File: src/rtl/tx_uart.sv
// Runtime-configurable UART transmitter.
// Each accepted write sends one character framed as start, 5-8 data bits (LSB first),
// optional parity, and one or two stop bits. Every bit is held for N clocks, where N
// comes from the setup word. Break generation and CTS gating of new writes are supported.
module tx_uart #(
  parameter int unsigned TIMING_BITS = 24
) (
  input  logic        i_clk,
  input  logic        i_reset_n,
  input  logic [30:0] i_setup,
  input  logic        i_break,
  input  logic        i_wr,
  input  logic [7:0]  i_data,
  input  logic        i_cts_n,
  output logic        o_uart_tx,
  output logic        o_busy
);

  typedef enum logic [2:0] {
    StIdle,
    StStart,
    StData,
    StParity,
    StStop,
    StBreak
  } state_e;

  state_e                 state_q;
  logic [TIMING_BITS-1:0] cnt_q;        // clocks left in the current bit, minus one
  logic [TIMING_BITS-1:0] n_m1_q;       // latched clocks-per-bit minus one
  logic [2:0]             bits_m1_q;    // latched data-bit count minus one
  logic [2:0]             bits_left_q;  // data bits still to send after the current one
  logic [7:0]             sh_q;         // data shift register, LSB goes out next
  logic                   par_en_q;
  logic                   par_fix_q;
  logic                   par_sel_q;    // fixed parity value, or 1 = odd parity
  logic                   stop2_q;      // a further stop bit follows the current one
  logic                   par_q;        // XOR of data bits sent so far
  logic                   tx_q;
  logic                   busy_q;

  logic [TIMING_BITS-1:0] n_raw;
  logic [TIMING_BITS-1:0] n_cur_m1;
  logic [2:0]             k_cur_m1;
  logic                   cts_block;
  logic                   accept;
  logic                   par_bit;
  logic                   last_stop;

  // Setup decode for the write being accepted; N below 2 behaves as 1.
  assign n_raw     = i_setup[TIMING_BITS-1:0];
  assign n_cur_m1  = (n_raw < TIMING_BITS'(2)) ? '0 : n_raw - TIMING_BITS'(1);
  assign k_cur_m1  = 3'd7 - {1'b0, i_setup[29:28]};

  assign cts_block = ~i_setup[30] & i_cts_n;

  // Break and flow control act on the current cycle; the frame part is registered.
  // Reset gating keeps the outputs idle while reset is held, even under a break.
  assign o_busy    = i_reset_n & (busy_q | i_break | cts_block);
  assign o_uart_tx = ~i_reset_n | (tx_q & ~i_break);

  assign accept    = i_wr & ~o_busy;

  // Even parity repeats the data XOR, odd parity inverts it.
  assign par_bit   = par_fix_q ? par_sel_q : (par_q ^ par_sel_q);
  assign last_stop = (state_q == StStop) & ~stop2_q;

  // Transmit FSM. busy_q drops during the final clock of the last stop bit so a write
  // taken in that clock starts its start bit with no idle gap between frames.
  always_ff @(posedge i_clk or negedge i_reset_n) begin
    if (!i_reset_n) begin
      state_q     <= StIdle;
      cnt_q       <= '0;
      n_m1_q      <= '0;
      bits_m1_q   <= '0;
      bits_left_q <= '0;
      sh_q        <= '0;
      par_en_q    <= 1'b0;
      par_fix_q   <= 1'b0;
      par_sel_q   <= 1'b0;
      stop2_q     <= 1'b0;
      par_q       <= 1'b0;
      tx_q        <= 1'b1;
      busy_q      <= 1'b0;
    end else if (i_break) begin
      // Abort everything; the mark time after release uses the live bit period.
      state_q <= StBreak;
      cnt_q   <= n_cur_m1;
      tx_q    <= 1'b1;
      busy_q  <= 1'b1;
    end else if (accept) begin
      state_q   <= StStart;
      cnt_q     <= n_cur_m1;
      n_m1_q    <= n_cur_m1;
      bits_m1_q <= k_cur_m1;
      sh_q      <= i_data;
      par_en_q  <= i_setup[26];
      par_fix_q <= i_setup[25];
      par_sel_q <= i_setup[24];
      stop2_q   <= i_setup[27];
      par_q     <= 1'b0;
      tx_q      <= 1'b0;
      busy_q    <= 1'b1;
    end else if (state_q == StIdle) begin
      tx_q   <= 1'b1;
      busy_q <= 1'b0;
    end else if (state_q == StBreak) begin
      tx_q <= 1'b1;
      if (cnt_q == '0) begin
        state_q <= StIdle;
        busy_q  <= 1'b0;
      end else begin
        cnt_q <= cnt_q - TIMING_BITS'(1);
      end
    end else if (cnt_q != '0) begin
      cnt_q <= cnt_q - TIMING_BITS'(1);
      if (last_stop && (cnt_q == TIMING_BITS'(1))) begin
        busy_q <= 1'b0;
      end
    end else begin
      cnt_q <= n_m1_q;
      unique case (state_q)
        StStart: begin
          state_q     <= StData;
          tx_q        <= sh_q[0];
          par_q       <= par_q ^ sh_q[0];
          sh_q        <= {1'b0, sh_q[7:1]};
          bits_left_q <= bits_m1_q;
        end
        StData: begin
          if (bits_left_q != 3'd0) begin
            tx_q        <= sh_q[0];
            par_q       <= par_q ^ sh_q[0];
            sh_q        <= {1'b0, sh_q[7:1]};
            bits_left_q <= bits_left_q - 3'd1;
          end else if (par_en_q) begin
            state_q <= StParity;
            tx_q    <= par_bit;
          end else begin
            state_q <= StStop;
            tx_q    <= 1'b1;
            // One-clock bits: the single stop bit is already the final clock.
            if (!stop2_q && (n_m1_q == '0)) begin
              busy_q <= 1'b0;
            end
          end
        end
        StParity: begin
          state_q <= StStop;
          tx_q    <= 1'b1;
          if (!stop2_q && (n_m1_q == '0)) begin
            busy_q <= 1'b0;
          end
        end
        StStop: begin
          tx_q <= 1'b1;
          if (stop2_q) begin
            stop2_q <= 1'b0;
            if (n_m1_q == '0) begin
              busy_q <= 1'b0;
            end
          end else begin
            state_q <= StIdle;
            busy_q  <= 1'b0;
          end
        end
        default: begin
          state_q <= StIdle;
          tx_q    <= 1'b1;
          busy_q  <= 1'b0;
        end
      endcase
    end
  end

endmodule

File: config.mk
export PLATFORM = sky130hd
export DESIGN_NAME = tx_uart
export DESIGN_NICKNAME = d
export VERILOG_FILES = /design/src/rtl/tx_uart.sv
export SDC_FILE = /design/constraint.sdc
export NUM_CORES = 1
export LEC_CHECK = 0
export ABC_CLOCK_PERIOD_IN_PS = 2900
export BUFFER_PORTS_ARGS = -buffer_cell sky130_fd_sc_hd__buf_4
export CAP_MARGIN = 20
export CORE_MARGIN = 1
export CORE_UTILIZATION = 35
export DETAILED_ROUTE_END_ITERATION = 10
export GPL_ROUTABILITY_DRIVEN = 0
export GPL_TIMING_DRIVEN = 0
export PLACE_DENSITY = 0.57
export SYNTH_ARGS = -nofsm -noshare
export SYNTH_HDL_FRONTEND = slang
export SYNTH_SLANG_ARGS = --single-unit
File: constraint.sdc
create_clock -name i_clk -period 2.9 [get_ports i_clk]
set_input_delay 0.58 -clock i_clk [delete_from_list [all_inputs] [get_ports i_clk]]
set_output_delay 0.58 -clock i_clk [all_outputs]
set_load 0.005 [all_outputs]
## Word-level counts from Yosys, hierarchy flattened

Index checks and enable logic that the tools add are counted.

- $add $sub $neg: 4
- $lt $le $gt $ge: 1
- Equal/unequal tests: 24
- Multiplexer cells: 58
- Bitwise logic cells: 19
- Reductions and logical operators: 18

Operators with widths:

| cell | count |
|---|---|
| $mux W24 | 7 |
| $logic_not A24 Y1 | 2 |
| $sub A24 B1 Y24 const B | 2 |
| $mux W8 | 5 |
| $mux W1 | 30 |
| $mux W3 | 10 |
| $eq A24 B1 Y1 const B | 1 |
| $lt A24 B2 Y1 const B | 1 |
| $reduce_bool A24 Y1 | 1 |
| $pmux W8 S2 | 1 |
| $ne A7 B7 Y1 const B | 2 |
| $pmux W3 S4 | 1 |
| $reduce_and A6 Y1 | 2 |
| $ne A5 B4 Y1 const B | 2 |
| $ne A5 B5 Y1 const B | 2 |
| $reduce_and A5 Y1 | 2 |
| $not A1 Y1 | 9 |
| $ne A2 B2 Y1 const B | 4 |
| $ne A4 B4 Y1 const B | 2 |
| $ne A8 B4 Y1 const B | 1 |
| $reduce_and A7 Y1 | 1 |
| $eq A3 B2 Y1 const B | 2 |
| $eq A3 B3 Y1 const B | 2 |
| $ne A3 B3 Y1 const B | 2 |
| other kinds (18) | 30 |

- Bits in registers: 72
- Input port bits: 44
- Output and inout bits: 2
- Logic and storage cells: 137

## Longest topological paths before layout

- Depth after elaboration: 11
- Depth in mapped cells: 9
- Gate-level depth less buffers: 8

## Least setup slack after synthesis

Ideal clock, no wire load.

- Path type: input-to-reg
- From: in i_setup[5]
- To: reg n_m1_q[15]
- Setup time: 0.125 ns
- Arrival time: 2.461 ns
- Data required time: 2.775 ns
- Slack: 0.314 ns
- Stages: 7
- Cells stage by stage: or4_4 or4_1 buf_2 or3_1 o21ai_1 a21oi_1 mux2_2

- Longest elaborated chain between the ends: 2
- Elaborated cells between the ends (all ways): 3
- Classes of those cells: add/sub: 1; order compare: 1; mux: 1

Ends and longest elaborated chain:

| what | line | text |
|---|---|---|
| start, declared | 10 | `input logic [30:0] i_setup,` |
| $sub A24 B1 Y24 or $lt A24 B2 Y1 (tied branches) | 52 | `assign n_cur_m1 = (n_raw < TIMING_BITS'(2)) ? '0 : n_raw - TIMING_BITS'(1);` |
| $mux W24 (*) | 52 |  |
| end signal, assigned | 94 | `n_m1_q <= n_cur_m1;` |
| end, declared | 30 | `logic [TIMING_BITS-1:0] n_m1_q;` |

Every way passes the cells marked *; elsewhere a longest branch is shown, timed or not.
A chain may end at the register's enable or synchronous reset.

## Final worst setup path

- From: in i_cts_n
- To: reg n_m1_q[21]

- Longest elaborated chain between the ends: 6

Ends and longest elaborated chain:

| what | line | text |
|---|---|---|
| start, declared | 14 | `input logic i_cts_n,` |
| $and A1 B1 Y1 | 55 | `assign cts_block = ~i_setup[30] & i_cts_n;` |
| $or A1 B1 Y1 | 59 | `assign o_busy = i_reset_n & (busy_q \| i_break \| cts_block);` |
| $and A1 B1 Y1 | 59 |  |
| $not A1 Y1 | 62 | `assign accept = i_wr & ~o_busy;` |
| $and A1 B1 Y1 | 62 |  |
| $reduce_and A2 Y1 (no line) | - |  |

No other way between the ends.

==> impl_summary.md <==
Finish
The cell area after layout is 5730 µm². The library cells used most frequently in the layout, excluding fill and tap cells, are sky130_fd_sc_hd__dfrtp_1, sky130_fd_sc_hd__nand2_1, sky130_fd_sc_hd__buf_4, sky130_fd_sc_hd__nor2_1, sky130_fd_sc_hd__o21ai_0. 0 antenna diodes ended up in the layout. The synthesis-to-layout area growth is 20.9%.

For this run, the post-layout net count is 660. The commonest non-fill, non-tap cell in the layout is sky130_fd_sc_hd__dfrtp_1. For this run, the share of the core covered by cells in the final layout is 43.3%.

The number of standard cells in the layout, taps in and fillers out is 791. The ratio of cells with drive above 1 in the final layout is 16.6%.

Synth
Of all flip-flops after synthesis, the portion carrying an async set or reset was 100%. In the synthesized netlist the dominant register cell turns out to be sky130_fd_sc_hd__dfrtp_1. Counting every net in the synthesized netlist gives around 600. The sequential-to-total area share from yosys stat is 38.0%. In this run, synthesis produced a sequential element count of 72. The number of standard cells after synthesis is 551. The post-synthesis instance area is around 4700 µm². The count of warnings emitted by yosys is 0. Yosys mapped a number of flops with a built-in enable equal to 0. Averaged over all synthesized cells, the footprint is 8.60 µm². The number of distinct library cells after synthesis is 64.

Clock network
The cell at the root of the clock tree is sky130_fd_sc_hd__clkbuf_16. The clock net in this run drives a total of 72 sinks. After clock tree synthesis, the clock-pin slew on the worst setup and hold paths is 0.06 ns. The H-tree generated during clock tree synthesis spans 3 levels. TritonCTS built the clock tree.

The insertion delay of the later-clocked pin in the worst-skew pair is 0.34 ns. The count of hold buffers inserted by post-cts repair is 0. The deepest clock path buffer count is 2. In this run, CTS created clock tree buffers numbering 9.

GRT
The number of global-route vias before repair was 4540. Entering global routing, the biggest net connects 76 pins. The initial antenna violation count was 0. The first-pass GRT wire length is between 20000 and 25000 µm. The final global-route overflow total is 0.

The total track usage is about 23%.

Placement
Port buffering added 45 buffers. Prior to clock tree synthesis, the placed netlist has a worst setup slack of -0.635 ns. In this run, placement finished with an instance count of between 700 and 800. Detailed placement finished with a half-perimeter wire length of 11100 µm. The cell area after placement is 5300 µm².

Route
The pre-antenna-repair detailed-routing pass consisted of 5 iterations. The routed layout has 4622 vias. In the final routed layout, each cell accounts on average for about 19 µm. After the first detailed-routing iteration, the DRC count stood at between 300 and 400. Once detail routing completed, the nets flagged for antenna violations numbered 0.

The DRC violations left is 0. Dividing the detail-routed via count by the number of cells gives 5.84. The wire length after detailed routing is 15200 µm.

Pwr
The internal portion of total power is 2.32 mW. The clock network power share is between 30% and 40%. IR analysis of the VDD net gives a maximum drop of 0.274 mV. The sequential cell fraction of total power is 40.8%. The share of total power in combinational logic is 19.4%. The total power divided by cell area is 575 nW/µm². The total leakage power is 2.33 nW.

The power spent charging and discharging nets is roughly 1 mW. Net switching is 29.6% of the power.

Timing
The number of endpoints failing setup at the final stage is 0. The worst path uses a little over nine tenths of the clock period. The number of hold violations in the final report is 0.

The number of slew-limit violations in the final report is 0. The minimum setup slack in the final design is 0.125 ns. For the pin with the worst max-slew slack, the measured transition is 0.847 ns. Across the routed clock network, the largest skew measured is 0.00933 ns. The final critical-path required period is 2.77 ns. Setup repair after global routing left no endpoint under its margin. Static timing analysis puts the maximum clock frequency at 0.360 GHz. The worst pin sits at a relative slew slack of around 43%.

Critical path
Of all nets on the critical path, the largest fanout is 10. The type of the worst setup path is input port to flop. The nature of the critical path startpoint is an input port. The arrival time at the worst endpoint is 2.99 ns.

The worst setup path is captured at a flop. The cell count of the worst reg-to-reg path is 5. The required time of the critical path is 3.12 ns.

Outcome
The run finished with clean final reports.

Floorplan
The die outline height is 118 µm. In this run the core area contains 42 standard-cell rows. The standard cell core area is 13200 µm². The die area is roughly 14000 µm².

The starting utilization of the core area is a little over a third. For this design the top-level I/O count stands at 46. From left edge to right edge, the die measures 118 µm.

Hold path
In this run the worst hold path is classified as input port to async pin.

Job
The reported max-cap violation count is 0.
power groups by stage:
| stage | Clock [mW] | Sequential, mW | Combinational (mW) |
|---|---|---|---|
| after global placement | 0 | 1.35 | 0.612 |
| after floorplan | 0 | 1.29 | 0.415 |
| after detailed placement | 0 | 1.35 | 0.626 |
| after global routing | 1.38 | 1.37 | 0.708 |
| after CTS | 1.33 | 1.33 | 0.631 |
| final | 1.31 | 1.34 | 0.640 |
final cells by class:
cell class / count / area (µm²)
plain buffers: 34 / 154
clock buffers: 11 / 253
clock inverters: 5 / 103
fillers: 1366 / 7510
inverters: 15 / 56.3
multi-input cells: 430 / 2780
flip-flops and latches: 72 / 1800
well taps: 176 / 220
repair buffers: 48 / 368
worst paths after layout:
| path | from | to | slack, ns |
|---|---|---|---|
| max | i_cts_n | n_m1_q[21]$_DFFE_PN0P_ | 0.13 |
| min | i_reset_n | sh_q[5]$_DFFE_PN0P_ | 0.20 |
| max reg2reg | busy_q$_DFFE_PN0P_ | n_m1_q[21]$_DFFE_PN0P_ | 0.14 |
| min reg2reg | par_fix_q$_DFFE_PN0P_ | par_fix_q$_DFFE_PN0P_ | 0.49 |
| max in group asynchronous | i_reset_n | n_m1_q[16]$_DFFE_PN0P_ | 2.25 |
| min in group i_clk | i_setup[29] | bits_m1_q[1]$_DFFE_PN0P_ | 0.43 |
worst max-delay path: stages:
cell                       delay [ns]
sky130_fd_sc_hd__buf_4           0.10
sky130_fd_sc_hd__nor2b_1         0.13
sky130_fd_sc_hd__o31ai_1         0.32
sky130_fd_sc_hd__nand2_1         0.19
sky130_fd_sc_hd__nor2_1          0.68
sky130_fd_sc_hd__clkbuf_1        0.58
sky130_fd_sc_hd__mux2_2          0.40
logic make-up (layout without fill, tap and decap cells):
group | Yosys count | in the layout | share of synthesized area [%]
and+or+nand+nor | 227 | 227 | 25.9
AOI/OAI and AO/OA | 149 | 149 | 20.5
DFF | 72 | 72 | 38.0
buffers and inverters | 49 | 113 | 4.38
xor gates and xnor gates | 27 | 27 | 4.99
muxes | 21 | 21 | 4.70
adders and majority gates | 6 | 6 | 1.58
sequential cells by signal (all words and copies together) (netlist names), 3 cells and up:
signal / flops
cnt_q: 24
bits_left_q: 3
sh_q: 8
n_m1_q: 24
state_q: 3
bits_m1_q: 3
synthesized netlist by cell type, types with 5 or more instances:
library cell | count | share of area (%)
sky130_fd_sc_hd__nand2_1 | 69 | 5.5
sky130_fd_sc_hd__nor3_1 | 12 | 1.3
sky130_fd_sc_hd__mux2_2 | 10 | 2.4
sky130_fd_sc_hd__a31oi_1 | 7 | 0.92
sky130_fd_sc_hd__or4_1 | 11 | 1.7
sky130_fd_sc_hd__a21o_1 | 7 | 1.1
sky130_fd_sc_hd__xor2_1 | 9 | 1.7
sky130_fd_sc_hd__clkbuf_1 | 24 | 1.9
sky130_fd_sc_hd__o31ai_1 | 19 | 3.0
sky130_fd_sc_hd__a211oi_1 | 5 | 0.79
sky130_fd_sc_hd__nor4_1 | 15 | 2.0
sky130_fd_sc_hd__dfrtp_1 | 71 | 37
sky130_fd_sc_hd__nand2b_1 | 7 | 0.92
sky130_fd_sc_hd__a21oi_1 | 33 | 3.5
sky130_fd_sc_hd__nor2_1 | 43 | 3.4
sky130_fd_sc_hd__mux2i_1 | 11 | 2.3
sky130_fd_sc_hd__inv_1 | 15 | 1.2
sky130_fd_sc_hd__nand3_1 | 19 | 2.0
sky130_fd_sc_hd__xnor2_1 | 18 | 3.3
sky130_fd_sc_hd__ha_1 | 6 | 1.6
sky130_fd_sc_hd__a2bb2oi_1 | 7 | 1.3
sky130_fd_sc_hd__o21ai_0 | 36 | 3.8
sky130_fd_sc_hd__nand4_1 | 6 | 0.79
sky130_fd_sc_hd__or3_1 | 14 | 1.8
routing by layer:
| layer | track usage (%) | part of all wire, % | vias up |
|---|---|---|---|
| li1 | - | - | 2158 |
| met1 | 28.9 | 43 | 2269 |
| met2 | 36.2 | 47 | 171 |
| met3 | 6.95 | 8.1 | 24 |
| met4 | 7.83 | 2.1 | 0 |
| met5 | 0 | 0 | - |
metrics by stage:
stage,power [mW],TNS [ns],hold slack [ns]
5_1_grt,3.45,0,0.253
4_1_cts,3.30,0,0.229
3_5_place_dp,1.97,-14.95,0.473
2_1_floorplan,1.71,0,0.284
6_report,3.30,0,0.199
3_3_place_gp,1.96,-13.56,0.465
what timing repair did:
item,CTS,global route
pin swaps,0,1
buffers inserted,0,3
endpoints found under the setup margin,24,35
gates resized for setup,5,9
Note: power is estimated with default switching activity, not from simulation.
